**config.mk**
```make
export PLATFORM = sky130hd
export DESIGN_NAME = csr_counter_unit
export DESIGN_NICKNAME = d
export VERILOG_FILES = /design/src/rtl/csr_pkg.sv /design/src/rtl/csr_counter64.sv /design/src/rtl/csr_counter_unit.sv
export SDC_FILE = /design/constraint.sdc
export NUM_CORES = 1
export LEC_CHECK = 0
export CORE_UTILIZATION = 45
export CTS_CLUSTER_DIAMETER = 200
export CTS_CLUSTER_SIZE = 20
export DETAILED_ROUTE_END_ITERATION = 10
export HOLD_SLACK_MARGIN = 0.12
export PLACE_DENSITY = 0.74
export SYNTH_ARGS = -nofsm -noshare
export SYNTH_HDL_FRONTEND = slang
export SYNTH_SLANG_ARGS = --single-unit
```
**constraint.sdc**
```tcl
create_clock -name clk -period 3.3 [get_ports clk]
set_clock_uncertainty 0.2 [all_clocks]
set_input_delay 0.99 -clock clk [delete_from_list [all_inputs] [get_ports clk]]
set_output_delay 0.99 -clock clk [all_outputs]
set_load 0.01 [all_outputs]
```
**src/rtl/csr_pkg.sv**
```systemverilog
// csr_pkg: shared definitions for the execute-stage CSR counter unit.
//   - CSR address constants for the counter CSRs and mcountinhibit
//   - csr_op_e: funct3 encodings of the CSR instructions
//   - mcountinhibit bit indices and the decoded-target enum used by the top
package csr_pkg;

    localparam logic [11:0] CSR_CYCLE         = 12'hC00;
    localparam logic [11:0] CSR_CYCLEH        = 12'hC80;
    localparam logic [11:0] CSR_INSTRET       = 12'hC02;
    localparam logic [11:0] CSR_INSTRETH      = 12'hC82;
    localparam logic [11:0] CSR_MCYCLE        = 12'hB00;
    localparam logic [11:0] CSR_MCYCLEH       = 12'hB80;
    localparam logic [11:0] CSR_MINSTRET      = 12'hB02;
    localparam logic [11:0] CSR_MINSTRETH     = 12'hB82;
    localparam logic [11:0] CSR_MCOUNTINHIBIT = 12'h320;

    typedef enum logic [2:0] {
        CSR_RW  = 3'b001,
        CSR_RS  = 3'b010,
        CSR_RC  = 3'b011,
        CSR_RWI = 3'b101,
        CSR_RSI = 3'b110,
        CSR_RCI = 3'b111
    } csr_op_e;

    localparam int unsigned INH_CY = 0;
    localparam int unsigned INH_IR = 2;
    localparam logic [31:0] INH_MASK = 32'h0000_0005;

    // Which physical word an address resolves to.
    typedef enum logic [2:0] {
        SEL_NONE,
        SEL_CYC_LO,
        SEL_CYC_HI,
        SEL_INS_LO,
        SEL_INS_HI,
        SEL_INH
    } csr_sel_e;

endpackage

```
**src/rtl/csr_counter64.sv**
```systemverilog
// csr_counter64: 64-bit free-running counter built from two 32-bit halves,
// each half writable independently.
// Ports:
//   clk_i    clock
//   rst_ni   asynchronous active-low reset (loads RST_VAL)
//   inc_i    increment by one this cycle
//   wr_lo_i  write low word with wdata_i
//   wr_hi_i  write high word with wdata_i
//   wdata_i  32-bit write data
//   value_o  current 64-bit value
module csr_counter64 #(
    parameter logic [63:0] RST_VAL = 64'd0
) (
    input  logic        clk_i,
    input  logic        rst_ni,
    input  logic        inc_i,
    input  logic        wr_lo_i,
    input  logic        wr_hi_i,
    input  logic [31:0] wdata_i,
    output logic [63:0] value_o
);

    logic [31:0] lo_q, lo_d;
    logic [31:0] hi_q, hi_d;
    logic        carry;

    always_comb begin
        {carry, lo_d} = {1'b0, lo_q} + {32'd0, inc_i};
        hi_d          = hi_q + {31'd0, carry};
        // Low write wins over the increment and suppresses the carry.
        if (wr_lo_i) begin
            lo_d = wdata_i;
            hi_d = hi_q;
        end
        // High write replaces high; low still counts but its carry is dropped.
        if (wr_hi_i) begin
            hi_d = wdata_i;
        end
    end

    always_ff @(posedge clk_i or negedge rst_ni) begin
        if (!rst_ni) begin
            lo_q <= RST_VAL[31:0];
            hi_q <= RST_VAL[63:32];
        end else begin
            lo_q <= lo_d;
            hi_q <= hi_d;
        end
    end

    assign value_o = {hi_q, lo_q};

endmodule

```
**src/rtl/csr_counter_unit.sv**
```systemverilog
// csr_counter_unit: execute-stage CSR responder owning the 64-bit cycle and
// instret counters. Serves csrrw/csrrs/csrrc (and immediate forms) with
// read-before-write semantics and registered read data.
// Ports:
//   clk, reset (async active-low)
//   im_stall, dm_stall        memory stalls; block CSR operation
//   csr_valid, csr_flush      EXE holds a CSR op / op is killed
//   csr_funct3, csr_addr      op encoding and CSR address
//   csr_src, csr_src_zero     operand and its "rs1/zimm is zero" flag
//   retire                    one instruction retired in WB
//   csr_rdata                 registered old CSR value
//   csr_illegal               registered one-cycle illegal-access pulse
//   cycle_out, instret_out    live counter values
// Build option: define CSR_INHIBIT_EN to add mcountinhibit at 0x320.
module csr_counter_unit
    import csr_pkg::*;
#(
    parameter logic [63:0] CYCLE_RST   = 64'd0,
    parameter logic [63:0] INSTRET_RST = 64'd0
) (
    input  logic        clk,
    input  logic        reset,
    input  logic        im_stall,
    input  logic        dm_stall,
    input  logic        csr_valid,
    input  logic        csr_flush,
    input  logic [2:0]  csr_funct3,
    input  logic [11:0] csr_addr,
    input  logic [31:0] csr_src,
    input  logic        csr_src_zero,
    input  logic        retire,
    output logic [31:0] csr_rdata,
    output logic        csr_illegal,
    output logic [63:0] cycle_out,
    output logic [63:0] instret_out
);

    logic        fire;
    csr_sel_e    sel;
    logic        read_only;
    logic        op_ok, is_rw, is_rs;
    logic        wr_req, do_wr;
    logic [31:0] old_val, wval;
    logic [31:0] rdata_q, rdata_d;
    logic        illegal_q, illegal_d;
    logic [31:0] inh_val;
    logic        cy_inc, ir_inc;
    logic [63:0] cycle_val, instret_val;

    assign fire = csr_valid & ~csr_flush & ~im_stall & ~dm_stall;

    // Address decode
    always_comb begin
        sel       = SEL_NONE;
        read_only = 1'b0;
        case (csr_addr)
            CSR_CYCLE:     begin sel = SEL_CYC_LO; read_only = 1'b1; end
            CSR_CYCLEH:    begin sel = SEL_CYC_HI; read_only = 1'b1; end
            CSR_INSTRET:   begin sel = SEL_INS_LO; read_only = 1'b1; end
            CSR_INSTRETH:  begin sel = SEL_INS_HI; read_only = 1'b1; end
            CSR_MCYCLE:    sel = SEL_CYC_LO;
            CSR_MCYCLEH:   sel = SEL_CYC_HI;
            CSR_MINSTRET:  sel = SEL_INS_LO;
            CSR_MINSTRETH: sel = SEL_INS_HI;
`ifdef CSR_INHIBIT_EN
            CSR_MCOUNTINHIBIT: sel = SEL_INH;
`endif
            default: ;
        endcase
    end

    // Old-value mux
    always_comb begin
        old_val = '0;
        case (sel)
            SEL_CYC_LO: old_val = cycle_val[31:0];
            SEL_CYC_HI: old_val = cycle_val[63:32];
            SEL_INS_LO: old_val = instret_val[31:0];
            SEL_INS_HI: old_val = instret_val[63:32];
            SEL_INH:    old_val = inh_val;
            default:    old_val = '0;
        endcase
    end

    // Op decode; funct3 000/100 leave op_ok low and act as no-ops.
    always_comb begin
        op_ok = 1'b1;
        is_rw = 1'b0;
        is_rs = 1'b0;
        case (csr_op_e'(csr_funct3))
            CSR_RW, CSR_RWI: is_rw = 1'b1;
            CSR_RS, CSR_RSI: is_rs = 1'b1;
            CSR_RC, CSR_RCI: ;
            default:         op_ok = 1'b0;
        endcase
    end

    assign wval = is_rw ? csr_src :
                  is_rs ? (old_val | csr_src) : (old_val & ~csr_src);

    // Set/clear with a zero operand is a pure read, even on read-only CSRs.
    assign wr_req = is_rw | ~csr_src_zero;
    assign do_wr  = fire & op_ok & (sel != SEL_NONE) & ~read_only & wr_req;

    assign illegal_d = fire & op_ok & ((sel == SEL_NONE) | (read_only & wr_req));
    assign rdata_d   = (fire & op_ok) ? old_val : rdata_q;

`ifdef CSR_INHIBIT_EN
    logic [31:0] inh_q, inh_d;

    // Inhibit bits are registered, so a write affects the next cycle's increment.
    assign inh_d = (do_wr && sel == SEL_INH) ? (wval & INH_MASK) : inh_q;

    always_ff @(posedge clk or negedge reset) begin
        if (!reset) inh_q <= '0;
        else        inh_q <= inh_d;
    end

    assign inh_val = inh_q;
    assign cy_inc  = ~inh_q[INH_CY];
    assign ir_inc  = retire & ~inh_q[INH_IR];
`else
    assign inh_val = '0;
    assign cy_inc  = 1'b1;
    assign ir_inc  = retire;
`endif

    always_ff @(posedge clk or negedge reset) begin
        if (!reset) begin
            rdata_q   <= '0;
            illegal_q <= 1'b0;
        end else begin
            rdata_q   <= rdata_d;
            illegal_q <= illegal_d;
        end
    end

    csr_counter64 #(
        .RST_VAL (CYCLE_RST)
    ) u_cycle (
        .clk_i   (clk),
        .rst_ni  (reset),
        .inc_i   (cy_inc),
        .wr_lo_i (do_wr && sel == SEL_CYC_LO),
        .wr_hi_i (do_wr && sel == SEL_CYC_HI),
        .wdata_i (wval),
        .value_o (cycle_val)
    );

    csr_counter64 #(
        .RST_VAL (INSTRET_RST)
    ) u_instret (
        .clk_i   (clk),
        .rst_ni  (reset),
        .inc_i   (ir_inc),
        .wr_lo_i (do_wr && sel == SEL_INS_LO),
        .wr_hi_i (do_wr && sel == SEL_INS_HI),
        .wdata_i (wval),
        .value_o (instret_val)
    );

    assign csr_rdata   = rdata_q;
    assign csr_illegal = illegal_q;
    assign cycle_out   = cycle_val;
    assign instret_out = instret_val;

endmodule

```
==> out/summary.txt, run 1 <==
Initial Util: 0.460
Num Clock Sinks: 161
mapped cell area: 10,400 sq um
DP Worst Slack: -0.657 ns
syn_nets: 1,183
slowest CP cell: or4_4
Power, Total: 5.24 mW
H-Tree Depth: 4
CTS tree: yes
1st-iter DRT viols: 1,236
Yosys cell types: 64
Yosys Warn Count: 0
worst skew pair latency: 0.44 ns
final hold slack: 0.276 ns
maximum vdd drop: 0.000334 V
CTS Buf Count: 17
hpwl dp: 31,600 um
Post-synth EDFFs: 0
Die Span Y: 154 um
vias in the first global route: 10,590
Nets: 1,595
routed vias/inst: 6.14
setup TNS: 0 ns
Mean Syn Cell Area: 9.31 sq um
largest net degree at the start of global routing: 66
area of the core: 22,700 sq um
Worst setup EP type: flop
IO Port Bufs: 214
DRC Markers: 0
Die W: 154 um
Routed Antenna Nets: 0
RSZ-0062 raised after global routing: true
CP Data Required Time: 3.44 ns
Antenna Cells: 0
DRT Pass-1 Iters: 8
outcome: complete, no violations
all-layer global routing usage: 0.349
placed insts: 1,786
CP peak stage delay: 0.62 ns
P_leak: 6.62 nW
ys async rst share: 1.00
Critical Path Fanout Max: 6
maxcap violations: 0
final hold violation count: 0
global-route wire length before repair: 62,900 um
vias: 11,238
Cell Area, Placed: 14,800 sq um
kind of critical path: primary input to flop
CP dominant cell by count: a211oi_1
Setup crit start: csr_valid
CTS max path bufs: 2
cell area power density: 332 nW/um^2
layout cells sized above 1: 0.275
Boundary Pins: 216
minimum clock period: 3.26 ns
Syn Inst Count: 1,121
CTS Root Cell: clkbuf_16
design area: 15,800 sq um
fillers: 1,770
CP arrival: 3.40 ns
area leader, netlist: dfrtp_1
Routed WL: 41,100 um
top-area cell type share of the netlist area: 0.386
Startpoint Class: primary input
slack of the critical path: 0.0400 ns
most area-consuming cells after synthesis: dfrtp_1, mux4_2, xnor2_1
Layout Cells excl Fill: 1,831
most frequent cells in the layout: buf_4, clkdlybuf4s50_1, dfrtp_1
final period utilization: 0.988
post-layout util: 0.695
#FFs+latches synth: 161
Worst-path clk slew: 0.07 ns
Synth Flop Type: dfrtp_1
Hold Path Class: primary input to async pin
WL/cell: 22.5 um
Seq/Total Area, Yosys: 0.386
# hold bufs at CTS: 0
Final setup viols: 0
fmax: 307 MHz
launching point of the worst reg2reg path: u_cycle.lo_q[0]
cell row count: 55
Worst Max-Slew Pin Slew: 0.958 ns
die footprint: 23,800 sq um
total grt overflow: 0
leading cell type in the layout, fill and taps excluded: buf_4
area grow syn2layout: 51.3%
crit path cell chain: clkdlybuf4s50_1 -> or4b_4 -> a211o_1 -> or4_4 -> nor2_8 -> buf_6 -> a211oi_1 -> a211oi_1
relative slew slack: 0.356
RePlAce Congestion: 0.950
initial antenna violation count: 1
Pins Over Slew Limit: 0
[state kept, by name (all words and copies together) (netlist names)]
name	flops
csr_rdata	32
u_cycle.hi_q	32
u_cycle.lo_q	32
u_instret.hi_q	32
u_instret.lo_q	32
csr_illegal	1
[cell families (layout without fill, tap and decap cells)]
family,Yosys count,count (layout),share of synthesized area
flip-flops,161,161,0.386
adder cells (fa/ha/maj),7,7,0.00839
multiplexers,83,83,0.122
AND/OR/NAND/NOR,428,428,0.211
buffers and inverters,85,510,0.0352
XOR/XNOR,88,88,0.0738
AO/OA/AOI/OAI,269,269,0.164
[Yosys cell counts, types with 24 or more instances]
cell and n:
a21oi_1 98, a22oi_1 26, clkbuf_1 39, dfrtp_1 161, mux2_2 34, mux4_2 32
nand2_1 63, nand3_1 50, nand4_1 36, nor2_1 124, nor2b_1 35, nor3_1 38
o21ai_0 58, xnor2_1 64, xor2_1 24
[final timing paths]
check,endpoint,slack (ns),cells after the start
min reg2reg,csr_rdata[14],0.31,1
min in group clk,csr_rdata[14],0.31,1
min,u_instret.lo_q[5],0.28,1
max in group asynchronous,csr_rdata[24],1.89,2
max,u_cycle.hi_q[15],0.04,8
max reg2reg,u_cycle.hi_q[26],0.04,13
[worst max-delay path, delay by kind of cell]
| family | cells | cell delay, ns |
|---|---|---|
| buffers and inverters | 2 | 0.62 |
| AND/OR/NAND/NOR | 3 | 1.27 |
| AO/OA/AOI/OAI | 3 | 0.52 |
[power breakdown]
part / switching [mW] / internal (mW) / leakage (nW)
clock: 0.862 / 1.28 / 0.300
combinational: 0.488 / 0.499 / 4.24
sequential: 0.0758 / 2.04 / 2.08
total: 1.43 / 3.82 / 6.62
[timing repair]
item / in CTS / in global routing
setup endpoints to repair: 48 / 59
pin swaps: 9 / 19
gates resized for setup: 16 / 46
buffers inserted: 3 / 11
[layer usage]
metal	routed length [um]	global-route usage	vias to the layer above
li1	-	-	4979
met1	17200	0.504	5441
met2	18000	0.514	709
met3	4670	0.0841	107
met4	1240	0.116	2
met5	13	0	-
[cell type report]
| cell class | instances | area, sq um | share of cell area |
|---|---|---|---|
| inverters | 21 | 78.8 | 0.00499 |
| flip-flops and latches | 161 | 4030 | 0.255 |
| clock inverters | 10 | 148 | 0.00935 |
| well taps | 285 | 357 | 0.0226 |
| clock buffers | 22 | 484 | 0.0307 |
| multi-input cells | 875 | 6460 | 0.409 |
| repair buffers | 457 | 4240 | 0.269 |
Power figures use the tool's default switching activity.
==> inputs of run 2 (changes only) <==
--- a/config.mk
+++ b/config.mk
@@ -5,12 +5,14 @@
 export SDC_FILE = /design/constraint.sdc
 export NUM_CORES = 1
 export LEC_CHECK = 0
-export CORE_UTILIZATION = 45
+export CELL_PAD_IN_SITES_DETAIL_PLACEMENT = 1
+export CELL_PAD_IN_SITES_GLOBAL_PLACEMENT = 1
+export CORE_UTILIZATION = 36
 export CTS_CLUSTER_DIAMETER = 200
 export CTS_CLUSTER_SIZE = 20
 export DETAILED_ROUTE_END_ITERATION = 10
 export HOLD_SLACK_MARGIN = 0.12
-export PLACE_DENSITY = 0.74
+export PLACE_DENSITY_LB_ADDON = 0.1
 export SYNTH_ARGS = -nofsm -noshare
 export SYNTH_HDL_FRONTEND = slang
 export SYNTH_SLANG_ARGS = --single-unit
==> run 2 against run 1 <==
Power decreased by 1.5%. Final cell count increased by 5.6%. Sequential share of layout area decreased by 0.22 points. Largest cell class unchanged. Highest routed layer is now met4.
==> out/summary.txt, run 2 (synthesized netlist as in run 1, its figures left out) <==
Worst Reg-to-Reg Cells: 14 (+1)
all-layer global routing usage: 0.319 (-0.0299)
layout cells sized above 1: 0.277 (+0.00209)
maximum vdd drop: 0.000246 V (-26%)
Routed Antenna Nets: 0 (unchanged)
Final setup viols: 0 (unchanged)
fmax: 306 MHz (about the same)
top routing layer used: met4
clock power share: 0.392 (-0.017)
initial antenna violation count: 1 (unchanged)
relative slew slack: 0.551 (+0.195)
Worst-path clk slew: 0.07 ns (about the same)
final hold slack: 0.271 ns (-0.00478 ns)
minimum clock period: 3.26 ns (+0.00272 ns)
hpwl dp: 36,300 um (+15%)
leading cell type in the layout, fill and taps excluded: buf_4
Die Span Y: 172 um (+12%)
Startpoint Class: primary input
Sw Pwr: 1.53 mW (+7.3%)
total grt overflow: 0 (unchanged)
cell row count: 61 (+11%)
DP Worst Slack: -0.851 ns (-0.194 ns)
CP Data Required Time: 3.43 ns (about the same)
Worst setup EP type: flop
vias: 11,294 (+0.50%)
final hold violation count: 0 (unchanged)
area grow syn2layout: 52.6%
slack of the critical path: 0.0372 ns (-0.00272 ns)
CP arrival: 3.39 ns (about the same)
largest net degree at the start of global routing: 67 (+1.5%)
P_leak: 6.59 nW (-0.47%)
1st-iter DRT viols: 1,039 (-16%)
M1 wire length: 21,700 um (+26%)
Internal Power: 3.64 mW (-4.8%)
Power, Total: 5.17 mW (-1.5%)
WL/cell: 24.6 um (+9.6%)
Num Clock Sinks: 161 (unchanged)
die footprint: 29,700 sq um (+25%)
Die W: 172 um (+12%)
DRC Markers: 0 (unchanged)
Reg-to-Reg End: u_cycle.hi_q[21]
Sw Ratio: 0.296 (+0.0243)
Hold Path Class: primary input to async pin
Worst Max-Slew Pin Slew: 0.672 ns (-0.286 ns)
Boundary Pins: 216 (unchanged)
maxcap violations: 0 (unchanged)
sequential share of power: 0.409 (+0.006)
launching point of the worst reg2reg path: u_cycle.lo_q[1]
routed vias/inst: 5.84 (-4.9%)
CTS Buf Count: 17 (unchanged)
Critical Path Fanout Max: 4 (-2)
met2 WL post-DR: 21,200 um (+18%)
area of the core: 28,200 sq um (+24%)
# hold bufs at CTS: 0 (unchanged)
outcome: complete, no violations
reg2reg setup slack: 0.05 ns (about the same)
RePlAce Congestion: 0.929 (-2.3%)
CTS Root Cell: clkbuf_16
Pins Over Slew Limit: 0 (unchanged)
IO Port Bufs: 214 (unchanged)
Initial Util: 0.371 (-0.0890)
cell area power density: 324 nW/um^2 (-2.3%)
CTS tree: yes
vias in the first global route: 11,355 (+7.2%)
kind of critical path: primary input to flop
worst skew pair latency: 0.45 ns (about the same)
final period utilization: 0.989 (about the same)
Nets: 1,605 (+0.63%)
DR WL met3: 3550 um (-24%)
CTS max path bufs: 2 (unchanged)
H-Tree Depth: 4 (unchanged)
DRT Pass-1 Iters: 5 (-3)
most frequent cells in the layout: buf_4, clkdlybuf4s50_1, dfrtp_1
Antenna Cells: 0 (unchanged)
Logic pwr share: 0.199 (+0.011)
global-route wire length before repair: 69,500 um (+10%)
Routed WL: 47,600 um (+16%)
[run 2: changes by cell type in the layout (fill, tap and decap cells not counted), sizes merged]
cell           change
buf                +7
nor2               +1
inv                +2
dlygate4sd2        +2
clkinv             +3
dlymetal6s2s       +2
bufinv             -2
clkdlybuf4s50      -4
clkinvlp           -1
[run 2: layer usage]
metal / vias to the layer above / global-route usage
li1: 5006 / -
met1: 5744 / 0.455
met4: 0 / 0.102
met5: - / 0
met2: 477 / 0.484
met3: 67 / 0.0620
[run 2: timing repair]
| item | 4_1_cts | 5_1_grt |
|---|---|---|
| cloned | 2 | 2 |
| pin swaps | 15 | 17 |
| resized for setup | 26 | 34 |
| setup endpoints to repair | 59 | 81 |
| buffers inserted | 6 | 3 |
[run 2: how the worst max path moves through the flow]
stage                         end  cells after the start             from  slack [ns]
2_1_floorplan  u_instret.hi_q[16]                     14           retire       -0.04
3_3_place_gp   u_instret.hi_q[11]                     15           retire       -0.75
3_5_place_dp   u_instret.hi_q[11]                     15           retire       -0.85
4_1_cts          u_cycle.hi_q[29]                     14  u_cycle.lo_q[0]       0.009
5_1_grt          u_cycle.hi_q[20]                     14  u_cycle.lo_q[0]       -0.07
6_report       u_instret.hi_q[10]                     16           retire        0.04
[run 2: worst max-delay path, stage by stage]
cell and delay, ns:
buf_2 0.10, ha_4 0.14, ha_4 0.15, nand3_4 0.09, nor4_4 0.18, nand2_1 0.10
nor3_2 0.15, ha_2 0.27, ha_4 0.16, nand3_4 0.10, nor2_4 0.20, buf_6 0.14
nand4_1 0.14, a21oi_2 0.18, nor2_1 0.07, a221oi_1 0.22
[run 2: area by class of cell]
| cell class | count | area, sq um |
|---|---|---|
| Fill cell | 3160 | 12200 |
| Multi-Input combinational cell | 876 | 6430 |
| Timing Repair Buffer | 466 | 4340 |
| Sequential cell | 161 | 4030 |
| Tap cell | 378 | 473 |
| Clock buffer | 20 | 457 |
| Clock inverter | 12 | 123 |
| Inverter | 21 | 78.8 |
[run 2: power groups by stage]
stage               Combinational [mW]  Clock (mW)  Sequential [mW]
floorplan                        0.365           0             2.19
global placement                 0.981           0             2.15
detailed placement                1.01           0             2.15
CTS                               1.01        2.04             2.11
global route                      1.10        2.12             2.12
finish                            1.03        2.02             2.11
[run 2: through the flow]
stage	utilization	instance area (sq um)	TNS [ns]	cells
after global placement	0.532	15000	-52.82	1889
final	0.566	15900	0	1934
after detailed placement	0.532	15000	-59.77	1889
after global routing	0.566	15900	-0.308	1934
after CTS	0.558	15700	0	1929
after floorplan	-	10600	-0.175	1121
==> inputs of run 3 (changes only) <==
--- a/config.mk
+++ b/config.mk
@@ -13,6 +13,7 @@
 export DETAILED_ROUTE_END_ITERATION = 10
 export HOLD_SLACK_MARGIN = 0.12
 export PLACE_DENSITY_LB_ADDON = 0.1
+export RECOVER_POWER = 25
 export SYNTH_ARGS = -nofsm -noshare
 export SYNTH_HDL_FRONTEND = slang
 export SYNTH_SLANG_ARGS = --single-unit
==> run 3 against run 2 <==
The run now ends with max-capacitance violations, max-slew violations left. Highest routed layer unchanged. Critical endpoint unchanged. Register-to-register slack barely moved. Via count barely moved. Count of clock-buffer cells in the layout did not move. Final cell count did not move. Design area barely moved. Largest cell class unchanged. Critical path type unchanged.
==> out/summary.txt, run 3 (synthesized netlist as in run 1, its figures left out) <==
outcome: finished, violations left
failing checks: max-capacitance violations, max-slew violations
largest net degree at the start of global routing: 67 (unchanged)
Critical Path Fanout Max: 4 (unchanged)
vias: 11,296 (+0.018%)
total grt overflow: 0 (unchanged)
Worst Reg-to-Reg Cells: 14 (unchanged)
CP arrival: 3.39 ns (about the same)
relative slew slack: -0.457 (-1.01)
cell area power density: 324 nW/um^2 (about the same)
Worst-path clk slew: 0.07 ns (about the same)
CTS Root Cell: clkbuf_16
Antenna Cells: 0 (unchanged)
Die Span Y: 172 um (unchanged)
final hold violation count: 0 (unchanged)
launching point of the worst reg2reg path: u_cycle.lo_q[1]
layout cells sized above 1: 0.276 (-0.000643)
Setup crit end: u_instret.hi_q[10]
Routed Antenna Nets: 0 (unchanged)
Worst Max-Slew Pin Slew: 2.19 ns (+1.51 ns)
Nets: 1,605 (unchanged)
maxcap violations: 1 (+1)
initial antenna violation count: 1 (unchanged)
Die W: 172 um (unchanged)
minimum clock period: 3.26 ns (unchanged)
hpwl dp: 36,300 um (unchanged)
H-Tree Depth: 4 (unchanged)
final hold slack: 0.307 ns (+0.0351 ns)
Pins Over Slew Limit: 41 (+41)
kind of critical path: primary input to flop
CTS Buf Count: 17 (unchanged)
Routed WL: 47,600 um (about the same)
P_leak: 6.59 nW (about the same)
1st-iter DRT viols: 1,039 (unchanged)
Boundary Pins: 216 (unchanged)
Num Clock Sinks: 161 (unchanged)
WL/cell: 24.6 um (about the same)
Final setup viols: 0 (unchanged)
DRT Pass-1 Iters: 5 (unchanged)
most frequent cells in the layout: buf_4, clkdlybuf4s50_1, dfrtp_1
Setup crit start: retire
CP Data Required Time: 3.43 ns (about the same)
RePlAce Congestion: 0.929 (unchanged)
Reg-to-Reg End: u_cycle.hi_q[21]
DRC Markers: 0 (unchanged)
maximum vdd drop: 0.000246 V (unchanged)
# hold bufs at CTS: 0 (unchanged)
Initial Util: 0.371 (unchanged)
die footprint: 29,700 sq um (unchanged)
global-route wire length before repair: 69,500 um (unchanged)
leading cell type in the layout, fill and taps excluded: buf_4
CTS tree: yes
Startpoint Class: primary input
vias in the first global route: 11,355 (unchanged)
final period utilization: 0.989 (unchanged)
routed vias/inst: 5.84 (about the same)
Worst setup EP type: flop
CTS max path bufs: 2 (unchanged)
all-layer global routing usage: 0.319 (unchanged)
reg2reg setup slack: 0.05 ns (about the same)
cell row count: 61 (unchanged)
Hold Crit Depth: 1
area grow syn2layout: 52.6% (about the same)
fmax: 306 MHz (unchanged)
Hold Path Class: flop to flop
area of the core: 28,200 sq um (unchanged)
IO Port Bufs: 214 (unchanged)
setup TNS: 0 ns (unchanged)
worst skew pair latency: 0.45 ns (about the same)
-- run 3: changes by cell type in the layout (fill, tap and decap cells not counted) --
| cell | delta |
|---|---|
| dlygate4sd2_1 | +1 |
| buf_6 | -1 |
-- run 3: final cells by class --
| class | instances | area [sq um] |
|---|---|---|
| flip-flops and latches | 161 | 4030 |
| multi-input cells | 876 | 6430 |
| clock inverters | 12 | 123 |
| fillers | 3161 | 12200 |
| well taps | 378 | 473 |
| repair buffers | 466 | 4340 |
| clock buffers | 20 | 457 |
| inverters | 21 | 78.8 |
-- run 3: what timing repair did --
item	in CTS	in global routing
gates cloned	2	2
endpoints found under the setup margin	59	81
gates resized for setup	26	34
setup buffers	6	3
pin swaps	15	17
-- run 3: critical path, cell delays in order --
cell	delay, ns
buf_2	0.10
ha_4	0.14
ha_4	0.15
nand3_4	0.09
nor4_4	0.18
nand2_1	0.10
nor3_2	0.15
ha_2	0.27
ha_4	0.16
nand3_4	0.10
nor2_4	0.20
buf_6	0.14
nand4_1	0.14
a21oi_2	0.18
nor2_1	0.07
a221oi_1	0.22
-- run 3: report_power, final --
| group | total (mW) | switching, mW | internal (mW) |
|---|---|---|---|
| registers | 2.11 | 0.0768 | 2.04 |
| clock network | 2.02 | 0.928 | 1.10 |
| logic | 1.03 | 0.525 | 0.502 |
-- run 3: per-layer routing --
| metal | up-vias | part of all wire | track usage |
|---|---|---|---|
| met5 | - | 0 | 0 |
| met4 | 0 | 0.023 | 0.102 |
| met3 | 67 | 0.074 | 0.0620 |
| met2 | 476 | 0.45 | 0.484 |
| met1 | 5746 | 0.46 | 0.455 |
| li1 | 5007 | - | - |
-- run 3: worst min path at each step --
stage | start | endpoint
2_1_floorplan | csr_rdata[0] | csr_rdata[0]
3_3_place_gp | csr_rdata[13] | csr_rdata[13]
3_5_place_dp | csr_rdata[0] | csr_rdata[0]
4_1_cts | reset | csr_rdata[4]
5_1_grt | csr_rdata[6] | csr_rdata[6]
6_report | csr_rdata[18] | csr_rdata[18]
-- run 3: metrics by stage --
stage	setup slack [ns]	util	power, mW	area [sq um]	instances
2_1_floorplan	-0.0421	-	2.56	10600	1121
3_3_place_gp	-0.752	0.532	3.13	15000	1889
3_5_place_dp	-0.851	0.532	3.16	15000	1889
4_1_cts	0.00855	0.558	5.16	15700	1929
5_1_grt	-0.0749	0.566	5.34	15900	1934
6_report	0.0372	0.566	5.17	15900	1934
